`src/rtl/tanh_pwl_interp_pkg.sv`:
```
`default_nettype none
// ============================================================================
//  Module   : tanh_pwl_interp_pkg
//  Purpose  : Shared NN activation constants, Q-format types and the
//             piecewise-linear interpolation core (reusable by sigmoid).
//  Revision : 1.0  initial release
// ============================================================================
package tanh_pwl_interp_pkg;

  localparam int DATA_W     = 8;
  localparam int ADDR_W     = 4;
  localparam int FRAC_W     = 4;
  localparam int ROUND_HALF = 1 << (FRAC_W - 1);

  // Intermediate widths of the interpolation datapath
  localparam int DELTA_W = DATA_W + 1;
  localparam int PROD_W  = DELTA_W + FRAC_W + 1;
  localparam int SUM_W   = DATA_W + 2;

  typedef logic signed [DATA_W-1:0] act_t;
  typedef logic        [ADDR_W-1:0] addr_t;
  typedef logic        [FRAC_W-1:0] frac_t;

  typedef struct packed {
    logic sat;
    act_t y;
  } pwl_res_t;

  // y = base + round((next - base) * frac / 2^FRAC_W), clamped to act_t range.
  // The fraction is zero-extended so the multiply stays signed throughout.
  function automatic pwl_res_t pwl_core(act_t base, act_t next_data, frac_t frac);
    logic signed [DELTA_W-1:0] delta;
    logic signed [PROD_W-1:0]  prod;
    logic signed [PROD_W-1:0]  rnd;
    logic signed [SUM_W-1:0]   corr;
    logic signed [SUM_W-1:0]   sum;
    pwl_res_t                  res;
    delta = {next_data[DATA_W-1], next_data} - {base[DATA_W-1], base};
    prod  = $signed({{(PROD_W-DELTA_W){delta[DELTA_W-1]}}, delta})
          * $signed({{(PROD_W-FRAC_W){1'b0}}, frac});
    rnd   = prod + PROD_W'(ROUND_HALF);
    // Arithmetic shift gives floor division, so +half rounds half up
    corr  = SUM_W'(rnd >>> FRAC_W);
    sum   = {{(SUM_W-DATA_W){base[DATA_W-1]}}, base} + corr;
    // Overflow when the bits above the act_t sign bit disagree with it
    if (sum[SUM_W-1:DATA_W-1] != {(SUM_W-DATA_W+1){sum[SUM_W-1]}}) begin
      res.sat = 1'b1;
      res.y   = sum[SUM_W-1] ? {1'b1, {(DATA_W-1){1'b0}}}
                             : {1'b0, {(DATA_W-1){1'b1}}};
    end else begin
      res.sat = 1'b0;
      res.y   = sum[DATA_W-1:0];
    end
    return res;
  endfunction

endpackage
`default_nettype wire

```
`src/rtl/tanh_pwl_interp_if.sv`:
```
`default_nettype none
// ============================================================================
//  Module   : tanh_pwl_interp_if
//  Purpose  : Input stream, output stream and LUT read port of the tanh
//             interpolator. The interpolator is the slave side.
//  Revision : 1.0  initial release
// ============================================================================
interface tanh_pwl_interp_if;
  import tanh_pwl_interp_pkg::*;

  logic  in_valid;
  logic  in_ready;
  act_t  in_x;
  addr_t lut_address;
  act_t  lut_base;
  act_t  lut_next;
  logic  out_valid;
  logic  out_ready;
  act_t  out_y;
  logic  out_sat;

  modport slave (
    input  in_valid, in_x, lut_base, lut_next, out_ready,
    output in_ready, lut_address, out_valid, out_y, out_sat
  );

  modport master (
    output in_valid, in_x, lut_base, lut_next, out_ready,
    input  in_ready, lut_address, out_valid, out_y, out_sat
  );

endinterface
`default_nettype wire

```
`src/rtl/tanh_pwl_interp.sv`:
```
`default_nettype none
// ============================================================================
//  Module   : tanh_pwl_interp
//  Purpose  : Two-stage valid/ready tanh interpolator. S1 splits x into LUT
//             address and fraction; S2 registers base + (next-base)*frac/16.
//  Revision : 1.0  initial release
// ============================================================================
module tanh_pwl_interp
  import tanh_pwl_interp_pkg::*;
(
  input  logic             clk,
  input  logic             rst,
  tanh_pwl_interp_if.slave bus
);

  logic     r_s1_valid;
  addr_t    r_s1_addr;
  frac_t    r_s1_frac;
  logic     r_out_valid;
  act_t     r_out_y;
  logic     r_out_sat;

  logic     w_s2_adv;
  logic     w_in_ready;
  pwl_res_t w_res;

  // Output register may advance when empty or being drained this cycle
  assign w_s2_adv   = !r_out_valid || bus.out_ready;
  assign w_in_ready = !r_s1_valid || w_s2_adv;

  // LUT is read combinationally from the S1 address, even while idle
  assign w_res           = pwl_core(bus.lut_base, bus.lut_next, r_s1_frac);
  assign bus.in_ready    = w_in_ready;
  assign bus.lut_address = r_s1_addr;
  assign bus.out_valid   = r_out_valid;
  assign bus.out_y       = r_out_y;
  assign bus.out_sat     = r_out_sat;

  // S1: capture the segment address and fraction of an accepted x
  always_ff @(posedge clk) begin
    if (!rst) begin
      r_s1_valid <= 1'b0;
      r_s1_addr  <= '0;
      r_s1_frac  <= '0;
    end else if (w_in_ready) begin
      r_s1_valid <= bus.in_valid;
      if (bus.in_valid) begin
        r_s1_addr <= bus.in_x[DATA_W-1 -: ADDR_W];
        r_s1_frac <= bus.in_x[FRAC_W-1:0];
      end
    end
  end

  // S2: register the interpolated result; held while the consumer stalls
  always_ff @(posedge clk) begin
    if (!rst) begin
      r_out_valid <= 1'b0;
      r_out_y     <= '0;
      r_out_sat   <= 1'b0;
    end else if (w_s2_adv) begin
      r_out_valid <= r_s1_valid;
      if (r_s1_valid) begin
        r_out_y   <= w_res.y;
        r_out_sat <= w_res.sat;
      end
    end
  end

endmodule
`default_nettype wire
```
`src/flat_wrapper.sv`:
```
// flat-port wrapper written by rule: the top's interface ports become plain ports
module tanh_pwl_interp_flat import tanh_pwl_interp_pkg::*;
  (clk, rst, bus_in_valid, bus_in_x, bus_lut_base, bus_lut_next, bus_out_ready, bus_in_ready, bus_lut_address, bus_out_valid, bus_out_y, bus_out_sat);
  tanh_pwl_interp_if bus_i ();
  input  logic clk;
  input  logic rst;
  input wire logic [$bits(bus_i.in_valid)-1:0] bus_in_valid;
  input wire logic [$bits(bus_i.in_x)-1:0] bus_in_x;
  input wire logic [$bits(bus_i.lut_base)-1:0] bus_lut_base;
  input wire logic [$bits(bus_i.lut_next)-1:0] bus_lut_next;
  input wire logic [$bits(bus_i.out_ready)-1:0] bus_out_ready;
  output wire logic [$bits(bus_i.in_ready)-1:0] bus_in_ready;
  output wire logic [$bits(bus_i.lut_address)-1:0] bus_lut_address;
  output wire logic [$bits(bus_i.out_valid)-1:0] bus_out_valid;
  output wire logic [$bits(bus_i.out_y)-1:0] bus_out_y;
  output wire logic [$bits(bus_i.out_sat)-1:0] bus_out_sat;
  assign bus_i.in_valid = bus_in_valid;
  assign bus_i.in_x = bus_in_x;
  assign bus_i.lut_base = bus_lut_base;
  assign bus_i.lut_next = bus_lut_next;
  assign bus_i.out_ready = bus_out_ready;
  assign bus_in_ready = bus_i.in_ready;
  assign bus_lut_address = bus_i.lut_address;
  assign bus_out_valid = bus_i.out_valid;
  assign bus_out_y = bus_i.out_y;
  assign bus_out_sat = bus_i.out_sat;
  tanh_pwl_interp u_core (.clk(clk), .rst(rst), .bus(bus_i));
endmodule
```
`config.mk`:
```
export PLATFORM = sky130hd
export DESIGN_NAME = tanh_pwl_interp_flat
export DESIGN_NICKNAME = d
export VERILOG_FILES = /design/src/rtl/tanh_pwl_interp_pkg.sv /design/src/rtl/tanh_pwl_interp_if.sv /design/src/rtl/tanh_pwl_interp.sv /design/src/flat_wrapper.sv
export SDC_FILE = /design/constraint.sdc
export NUM_CORES = 1
export LEC_CHECK = 0
export CAP_MARGIN = 40
export CORE_MARGIN = 5
export CORE_UTILIZATION = 50
export CTS_BUF_LIST = sky130_fd_sc_hd__clkbuf_8
export DETAILED_ROUTE_END_ITERATION = 10
export PLACE_DENSITY = 0.74
export SYNTH_ARGS = -nofsm -noshare
export SYNTH_HDL_FRONTEND = slang
export SYNTH_SLANG_ARGS = --single-unit
```
`constraint.sdc`:
```
create_clock -name clk -period 7.6 [get_ports clk]
set_input_delay 1.14 -clock clk [delete_from_list [all_inputs] [get_ports clk]]
set_output_delay 1.14 -clock clk [all_outputs]
set_load 0.05 [all_outputs]
```
==> impl_metrics.csv <==
group,metric,value,unit
clock_network,clkLatencyLatePin,0.27,ns
routing,drt-total-wl,7030,µm
timing,worst_slack,0.194,ns
clock_network,clk_path_buf_depth,2,
global_route,overflow,0,
clock_network,cts_tree,"built",
clock_network,cts-root-buf,"clkbuf_8",
job,cap_viol_max_count,0,
timing,min_period_over_period,97.5,%
die,die_h,87.2,µm
logic_synthesis,syn_area,2980,µm²
die,coreArea,5850,µm²
logic_synthesis,ys.flop_type,"dfxtp_1",
power,clkPwrFrac,12.5,%
worst_hold_path,hp-class,"reg -> reg",
logic_synthesis,netlist_top_cells_count,"inv_1 (61), ha_1 (45), fa_1 (22)",
logic_synthesis,ys_warn_count,0,
routing,route.detailed.drc,0,
placement,place.gp.congestion,0.838,
routing,via_count,2664,
timing,hold_viol,0,
timing,setup_violations,0,
global_route,grt_pass1_vias,2713,
timing,drv_slew,0,
critical_path,path_class,"in -> reg",
timing,relSlewSlack,48.0,%
logic_synthesis,yosysTopAreaCellShare,18.9,%
placement,dp_hpwl,5620,µm
worst_hold_path,hold-path-cell-count,2,
die,pin_count,43,
power,internal_power,0.323,mW
logic_synthesis,ys_seq_area_share,12.8,%
die,die_w,87.2,µm
routing,drt_iter0_markers,106,
logic_synthesis,syn_avg_cell_area,8.09,µm²
die,rows,28,
power,peakVddDrop,115,µV
routing,viasPerCell,5.34,
timing,period_minus_slack,7.41,ns
logic_synthesis,yosys_register_bits,19,
status,status,"finished, final reports clean",
timing,finalClockSkew,0.00597,ns
clock_network,cts_max_level,1,
global_route,grt_util_all_layers,18.7,%
final_layout,antenna_cells,0,
critical_path,critPathSlowestCell,"clkdlybuf4s50_1",
routing,drtAntennaViolNets,0,
routing,wl_per_cell,14.1,µm
worst_hold_path,min_to,"u_core.bus.lut_address[2]",
routing,dr.pass1.iters,4,
logic_synthesis,syn_inst,368,
global_route,antenna_found_initial,0,
final_layout,area_delta_synth_final,25.4,%
logic_synthesis,synth_area_leaders,"ha_1 (19%), fa_1 (15%), dfxtp_1 (13%), inv_1 (7.7%), and2_1 (4.4%)",
critical_path,r2r_cells,24,
critical_path,ff2ff_setup_slack,2.12,ns
worst_hold_path,hold_start,"u_core.bus.lut_address[2]",
power,power_switching,0.276,mW
final_layout,nets,520,
global_route,grt_pass1_wl,11600,µm
power,leakage,1.78,nW
power,seq_power_share,19.6,%
critical_path,r2r-end,"u_core.bus.out_y[6]",
critical_path,start_kind,"primary input",
placement,placed_cells,491,
logic_synthesis,yosys.cell_types.count,40,
critical_path,cp.arrival,7.54,ns
logic_synthesis,async_flop_share,0,%
global_route,grt_max_degree,14,
die,die-area,7600,µm²
clock_network,clkTransAtPathRegs,0.08,ns
clock_network,cts_buffers,3,
critical_path,crit_path_end_kind,"register",
critical_path,timing.rr.start,"u_core.r_s1_frac[2]",
final_layout,drive_above_1_share,10.4,%
clock_network,clkSinkCount,19,
critical_path,path_delay_family,"adder cells",
power,power_density,161,nW/µm²
timing,tightest_slew,0.779,ns
placement,io_buffers,42,
critical_path,cp.required,7.74,ns
power,p_sw_share,46.1,%
logic_synthesis,yosysTopAreaCell,"ha_1",
die,initial_utilization,50.9,%
logic_synthesis,yosysMostFrequentCell,"inv_1",
critical_path,cp_slowest_stage_delay,0.57,ns
timing,max_freq,135,MHz
logic_synthesis,synth_enable_flop_cells,0,
final_layout,stdcell_count,499,
power,p_comb_share,67.9,%
logic_synthesis,synth_nets,463,
critical_path,crit_fanout,4,
critical_path,crit_buf_inv,6,
placement,place_ws,-0.275,ns
## cell type report
type | count | area, µm²
multi-input combinational | 282 | 2440
fill | 494 | 2120
timing repair buffer | 58 | 541
tap | 75 | 93.8
clock inverter | 1 | 7.51
clock buffer | 3 | 41.3
inverter | 61 | 229
sequential | 19 | 380
## cell usage in the layout (no fill, tap or decap), types with 3 or more instances in the layout
| master | Yosys | layout |
|---|---|---|
| inv_1 | 61 | 61 |
| ha_1 | 45 | 44 |
| clkdlybuf4s50_1 | 0 | 42 |
| and2_1 | 21 | 21 |
| fa_1 | 22 | 21 |
| nand2_1 | 20 | 20 |
| dfxtp_1 | 19 | 19 |
| nor2_1 | 17 | 17 |
| buf_4 | 0 | 16 |
| nor3_1 | 19 | 15 |
| nor2b_1 | 13 | 13 |
| a21oi_1 | 16 | 13 |
| xnor2_1 | 13 | 13 |
| o21ai_0 | 14 | 10 |
| nand3_1 | 9 | 9 |
| a21boi_0 | 11 | 8 |
| xor2_1 | 8 | 7 |
| nand2b_1 | 6 | 6 |
| nor4_1 | 6 | 6 |
| a21o_1 | 5 | 5 |
| nor3b_1 | 5 | 5 |
| o21bai_1 | 5 | 5 |
| o21a_1 | 4 | 4 |
| nor3_2 | 0 | 4 |
| o21ai_1 | 0 | 3 |
| a21oi_2 | 0 | 3 |
| a211oi_1 | 3 | 3 |
| clkbuf_8 | 0 | 3 |
## per-stage QoR
step	TNS, ns	instance area, µm²	hold slack, ns	power, mW	util [%]
final	0	3730	0.468	0.599	63.8
after global routing	-0.422	3730	0.496	0.651	63.8
after CTS	0	3620	0.472	0.572	61.9
after detailed placement	-2.14	3560	0.460	0.493	60.8
after global placement	-0.667	3560	0.452	0.486	60.8
after floorplan	0	2980	0.495	0.389	-
## tightest hold or removal path, cell delays in order, from the launching register on
cell      delay [ns]
dfxtp_1         0.31
nand2_1         0.05
a21boi_0        0.06
## routing by layer
layer / up-vias / routed length [µm] / global-route usage [%]
li1: 1341 / - / -
met1: 1252 / 3020 / 23.5
met2: 66 / 3590 / 33.7
met3: 5 / 376 / 2.93
met4: 0 / 48 / 3.77
met5: - / 0 / 0
## state kept, by name (all words and copies together), names as in the netlist
| signal | flops |
|---|---|
| u_core.r_s1_frac | 4 |
| u_core.bus.out_sat | 1 |
| u_core.r_s1_valid | 1 |
| u_core.bus.lut_address | 4 |
| u_core.bus.out_y | 8 |
| u_core.bus.out_valid | 1 |
## cell families (layout without fill, tap and decap cells)
| kind of cell | count (synthesis) | in the layout | share of synthesized area (%) |
|---|---|---|---|
| and+or+nand+nor | 121 | 121 | 21.5 |
| AOI/OAI and AO/OA | 71 | 71 | 16.3 |
| adders and majority gates | 67 | 67 | 33.7 |
| buffers and inverters | 67 | 123 | 8.49 |
| xor gates and xnor gates | 23 | 23 | 7.27 |
| DFF | 19 | 19 | 12.8 |
## power by group through the flow
stage	sequential (mW)	combinational (mW)	clock [mW]
after detailed placement	0.120	0.373	0
after floorplan	0.145	0.244	0
after global placement	0.119	0.366	0
after CTS	0.117	0.380	0.0749
final	0.117	0.407	0.0750
after global routing	0.119	0.454	0.0788
## timing repair
item | in CTS | in global routing
gates cloned | 0 | 0
endpoints found under the hold margin | 0 | 0
endpoints found under the setup margin | 6 | 9
buffers inserted | 1 | 3
pin swaps | 2 | 7
hold buffers | 0 | 0
resized for setup | 3 | 21
## worst max-delay path by stage
stage               slack, ns                   to  depth (start not counted)             from
CTS                      0.03  u_core.bus.out_y[1]                         27  bus_lut_base[1]
floorplan                0.60  u_core.bus.out_y[5]                         28  bus_lut_next[0]
global placement        -0.10  u_core.bus.out_y[3]                         28  bus_lut_next[0]
global route            -0.11  u_core.bus.out_y[5]                         33  bus_lut_next[0]
finish                   0.19  u_core.bus.out_y[6]                         30  bus_lut_base[1]
detailed placement      -0.27  u_core.bus.out_y[1]                         28  bus_lut_next[0]
(Power assumes the default switching activity.)
==> edit 1: new RTL, same settings <==
Set the package constant `DATA_W` to 7 (it was 8).
--- a/src/rtl/tanh_pwl_interp_pkg.sv
+++ b/src/rtl/tanh_pwl_interp_pkg.sv
@@ -7,7 +7,7 @@
 // ============================================================================
 package tanh_pwl_interp_pkg;
 
-  localparam int DATA_W     = 8;
+  localparam int DATA_W     = 7;
   localparam int ADDR_W     = 4;
   localparam int FRAC_W     = 4;
   localparam int ROUND_HALF = 1 << (FRAC_W - 1);
Interface: changed (resized bus_in_x, bus_lut_base, bus_lut_next and bus_out_y); port bits go from 43 to 39. The function was not compared with the original's and may differ.
==> edit 1 against the unedited design <==
Core utilization is 2.4 points higher; routed wire length down 18%; global-route usage is 0.57 points lower; fmax grew 1.9%; hold slack lost 0.014 ns; final area is 9.5% lower; sequential cell count decreased by 2; power down 4.7%; synthesized area is 12% lower; clock power is 16% lower; setup slack improved by 0.14 ns; critical path type unchanged; critical endpoint is now u_core.bus.out_y[4]; largest cell class unchanged; highest routed layer unchanged.
==> edit 1: results (changes against the unedited design) <==
Status - finished, final reports clean
Dpl ws - -0.1365 ns (+0.1385 ns)
Layout cells sized above 1 - 12.63% (+2.3 points)
Max IR drop VDD - 0.0001333 V (+16%)
Leakage - 1.647 nW (-7.4%)
Critical path's slowest cell - fa_1
Port Buf Inserts - 38 (-9.5%)
Slew @ Worst Pin - 0.5103 ns (-0.2682 ns)
DP Wirelength - 4874 um (-13%)
Clock latency on the worst-skew pair - 0.24 ns (-0.03 ns)
Crit-path max cell delay - 0.52 ns (-0.05 ns)
Max Fclk - 0.1376 GHz (+1.9%)
DRT Wirelength - 5732 um (-18%)
Post-CTS Setup Repair Bufs - 0 (-1)
Fillcell total - 444 (-10%)
R2R Setup Slk - 2.05 ns (-0.07 ns)
Vias in the first global route - 2,244 (-17%)
Routed via count - 2,293 (-14%)
CP Max Fanout - 6 (+2)
Mapped Cells - 317 (-14%)
Cells after DPL - 445 (-9.4%)
Nets@finish - 467 (-10%)
Critical path endpoint - u_core.bus.out_y[4]
Max FFs per register - 7 (-1)
R2r worst-path depth - 25 (+4.2%)
==> edit 1: cell count changes after synthesis, sizes merged, moves of 4 or more <==
cell    before  now
nor3b        5    0
a21boi      11    2
nor3        19    0
a21oi       16   26
ha          45   41
nor2b       13    8
inv         61   57
nor4         6    0
==> edit 1: metal layers <==
layer / track usage, % / routed length (um) / up-vias
met1: 23.10 / 2587 / 1070
met2: 32.05 / 2894 / 45
li1: - / - / 1170
met3: 2.711 / 180 / 8
met5: 0 / 0 / -
met4: 4.153 / 70 / 0
==> edit 1: area by class of cell <==
type / count / area, um2 / area share [%]
multi-input cells: 239 / 2126 / 62.88
repair buffers: 63 / 568.0 / 16.80
flip-flops and latches: 17 / 340.3 / 10.07
inverters: 57 / 214.0 / 6.329
well taps: 70 / 87.58 / 2.591
clock buffers: 3 / 41.29 / 1.221
clock inverters: 1 / 3.754 / 0.1110
==> edit 1: through the flow <==
| stage | instance area (um2) | total power [mW] | hold WS, ns |
|---|---|---|---|
| 4_1_cts | 3296 | 0.5592 | 0.4573 |
| 3_3_place_gp | 3251 | 0.4855 | 0.4423 |
| 3_5_place_dp | 3251 | 0.4937 | 0.4503 |
| 5_1_grt | 3381 | 0.6270 | 0.4818 |
| 2_1_floorplan | 2621 | 0.3718 | 0.4851 |
| 6_report | 3381 | 0.5711 | 0.4542 |
==> edit 1: cell families (layout without fill, tap and decap cells) <==
| family | count (synthesis) | count (layout) | share of synthesized area (%) |
|---|---|---|---|
| AND/OR/NAND/NOR | 84 | 84 | 16.61 |
| AO/OA/AOI/OAI | 69 | 69 | 17.80 |
| adder cells (fa/ha/maj) | 61 | 61 | 34.84 |
| buffers and inverters | 61 | 124 | 8.879 |
| XOR/XNOR | 24 | 24 | 8.306 |
| flip-flops | 17 | 17 | 12.98 |
| multiplexers | 1 | 1 | 0.5726 |
==> edit 1: worst min-delay path by stage <==
| stage | start | end | slack [ns] | depth (start not counted) |
|---|---|---|---|---|
| 6_report | u_core.bus.lut_address[3] | u_core.bus.lut_address[3] | 0.45 | 2 |
| 5_1_grt | u_core.bus.lut_address[3] | u_core.bus.lut_address[3] | 0.48 | 2 |
| 4_1_cts | u_core.bus.lut_address[3] | u_core.bus.lut_address[3] | 0.46 | 2 |
| 3_5_place_dp | u_core.bus.lut_address[1] | u_core.bus.lut_address[1] | 0.45 | 2 |
| 3_3_place_gp | u_core.bus.lut_address[3] | u_core.bus.lut_address[3] | 0.44 | 2 |
| 2_1_floorplan | u_core.r_s1_frac[1] | u_core.r_s1_frac[1] | 0.49 | 2 |
==> edit 1: power breakdown <==
| group | switching [mW] | internal [mW] | leakage, nW |
|---|---|---|---|
| logic | 0.213 | 0.185 | 1.48 |
| clock network | 0.0272 | 0.0357 | 0.0269 |
| registers | 0.00875 | 0.101 | 0.140 |
==> edit 2: new RTL, same flow settings <==
Made on the original files. Make the reset (`rst`) asynchronous in 2 clocked blocks.
--- a/src/rtl/tanh_pwl_interp.sv
+++ b/src/rtl/tanh_pwl_interp.sv
@@ -37,7 +37,7 @@
   assign bus.out_sat     = r_out_sat;
 
   // S1: capture the segment address and fraction of an accepted x
-  always_ff @(posedge clk) begin
+  always_ff @(posedge clk or negedge rst) begin
     if (!rst) begin
       r_s1_valid <= 1'b0;
       r_s1_addr  <= '0;
@@ -52,7 +52,7 @@
   end
 
   // S2: register the interpolated result; held while the consumer stalls
-  always_ff @(posedge clk) begin
+  always_ff @(posedge clk or negedge rst) begin
     if (!rst) begin
       r_out_valid <= 1'b0;
       r_out_y     <= '0;
Function: differs if rst is asserted again (counterexample within 4 cycles, from zero or initial values and one cycle with rst low); with rst held inactive, the same outputs for 10 cycles.
==> edit 2 against the unedited design <==
Synthesized cell count shrank 11%; setup slack gained 0.12 ns; clock skew grew 0.0012 ns; routed wire length shrank 4.6%; final area grew 5.4%; sequential cell count is the same; synthesized area shrank 0.21%; critical endpoint is now u_core.bus.out_y[1]; largest cell class unchanged.
Power is left out: the tool's default activity adds up to more than one toggle a clock period on the data nets, which glitch-free logic cannot reach.
==> edit 2: results (changes against the unedited design) <==
Status - finished, final reports clean
Post-CTS Setup Repair Bufs - 1 (unchanged)
Synth top cells by count - inv_1, ha_1, and2_1
Library cells used by synthesis - 47 (+18%)
Asr flop ratio synth - 100.0% (+100 points)
Largest net degree at the start of global routing - 20 (+6)
Total GRT Usage - 18.32% (-0.37 points)
Synth Area in Compound Gates - 16.04% (-0.26 points)
CTS resizes - 3 (unchanged)
GR met2 Demand/Resource - 30.43% (-3.3 points)
Placed cell area - 3737 um2 (+5.0%)
Setup Skew - 0.007146 ns (+0.001180 ns)
DRT Wirelength - 6710 um (-4.6%)
DP Wirelength - 5709 um (+1.6%)
Hold crit path type - reg2reg
Longest Clk Path Bufs - 2 (unchanged)
Routing usage on met1 - 26.33% (+2.9 points)
FF-to-FF End - u_core.bus.out_sat
Initial drt markers - 55 (-48%)
Rel. slew slack - 41.23% (-6.8 points)
Post-Route M1 WL - 3239 um (+7.3%)
Hold_ws - 0.4853 ns (+0.01687 ns)
YS warnings - 0 (unchanged)
Clock slew at reported path FFs - 0.08 ns (about the same)
Synth Area in XOR/XNOR - 7.284% (+0.015 points)
Setup ws final - 0.3143 ns (+0.1208 ns)
Vias in the first global route - 2,617 (-3.5%)
WL/cell - 13.84 um (-1.8%)
Multi-input gate area - 2375 um2 (-2.7%)
Fillcell total - 469 (-5.1%)
Worst Hold End - u_core.bus.out_y[7]
Worst Path Arrival - 7.44 ns (-0.10 ns)
Dpl ws - -0.4569 ns (-0.1819 ns)
Top sig layer - met4
Critical path endpoint - u_core.bus.out_y[1]
Nets@finish - 506 (-2.7%)
Avg Cell Area, Syn - 9.032 um2 (+12%)
Synth top area cells - ha_1, dfrtp_1, fa_1
FF-to-FF Start - u_core.r_s1_frac[2]
CP Max Fanout - 7 (+3)
Met3 WL post-DR - 150 um (-60%)
R2r worst-path depth - 17 (-29%)
Top_reg_cell synth - dfrtp_1
Vias/cell - 5.179 (-3.0%)
Final Wtd Congestion - 0.8372 (-0.13%)
Critical path startpoint - bus_lut_next[0]
Hold_sp - u_core.bus.out_y[7]
Syn_nets - 424 (-8.4%)
Met2 Routed Length - 3292 um (-8.2%)
Max FFs per register - 8 (unchanged)
Met3 Use GR - 2.271% (-0.66 points)
First-pass GRT wire length - 11,490 um (-1.2%)
Cells after DPL - 478 (-2.6%)
Layout cells sized above 1 - 21.71% (+11 points)
Post-synthesis mux area share - 3.032% (+3.0 points)
R2R Setup Slk - 2.10 ns (-0.02 ns)
Sequential fraction of the synthesis area - 16.00% (+3.2 points)
Post-Synth Adder-Cell Area - 33.77% (+0.071 points)
Clock latency on the worst-skew pair - 0.26 ns
Port Buf Inserts - 42 (unchanged)
==> edit 2: critical path, cell delays in order <==
cell	delay (ns)
clkdlybuf4s50_1	0.45
inv_1	0.04
ha_2	0.19
fa_2	0.40
nor2b_2	0.13
o21ai_2	0.07
a21boi_2	0.16
o21ai_2	0.08
a21boi_2	0.23
nor2_2	0.08
and2_1	0.17
ha_1	0.30
fa_1	0.53
inv_1	0.05
fa_1	0.52
inv_1	0.04
ha_2	0.19
or3_4	0.40
a311oi_2	0.28
o21bai_1	0.12
xor2_1	0.17
ha_1	0.34
buf_6	0.14
a221oi_2	0.25
xnor2_1	0.13
xnor2_2	0.35
a211oi_2	0.13
a311o_1	0.34
==> edit 2: final cells by class <==
type / instances / area share, %
clock buffers: 3 / 1.050
inverters: 61 / 5.821
repair buffers: 80 / 18.10
flip-flops and latches: 19 / 12.09
clock inverters: 1 / 0.1908
well taps: 75 / 2.385
multi-input cells: 246 / 60.37
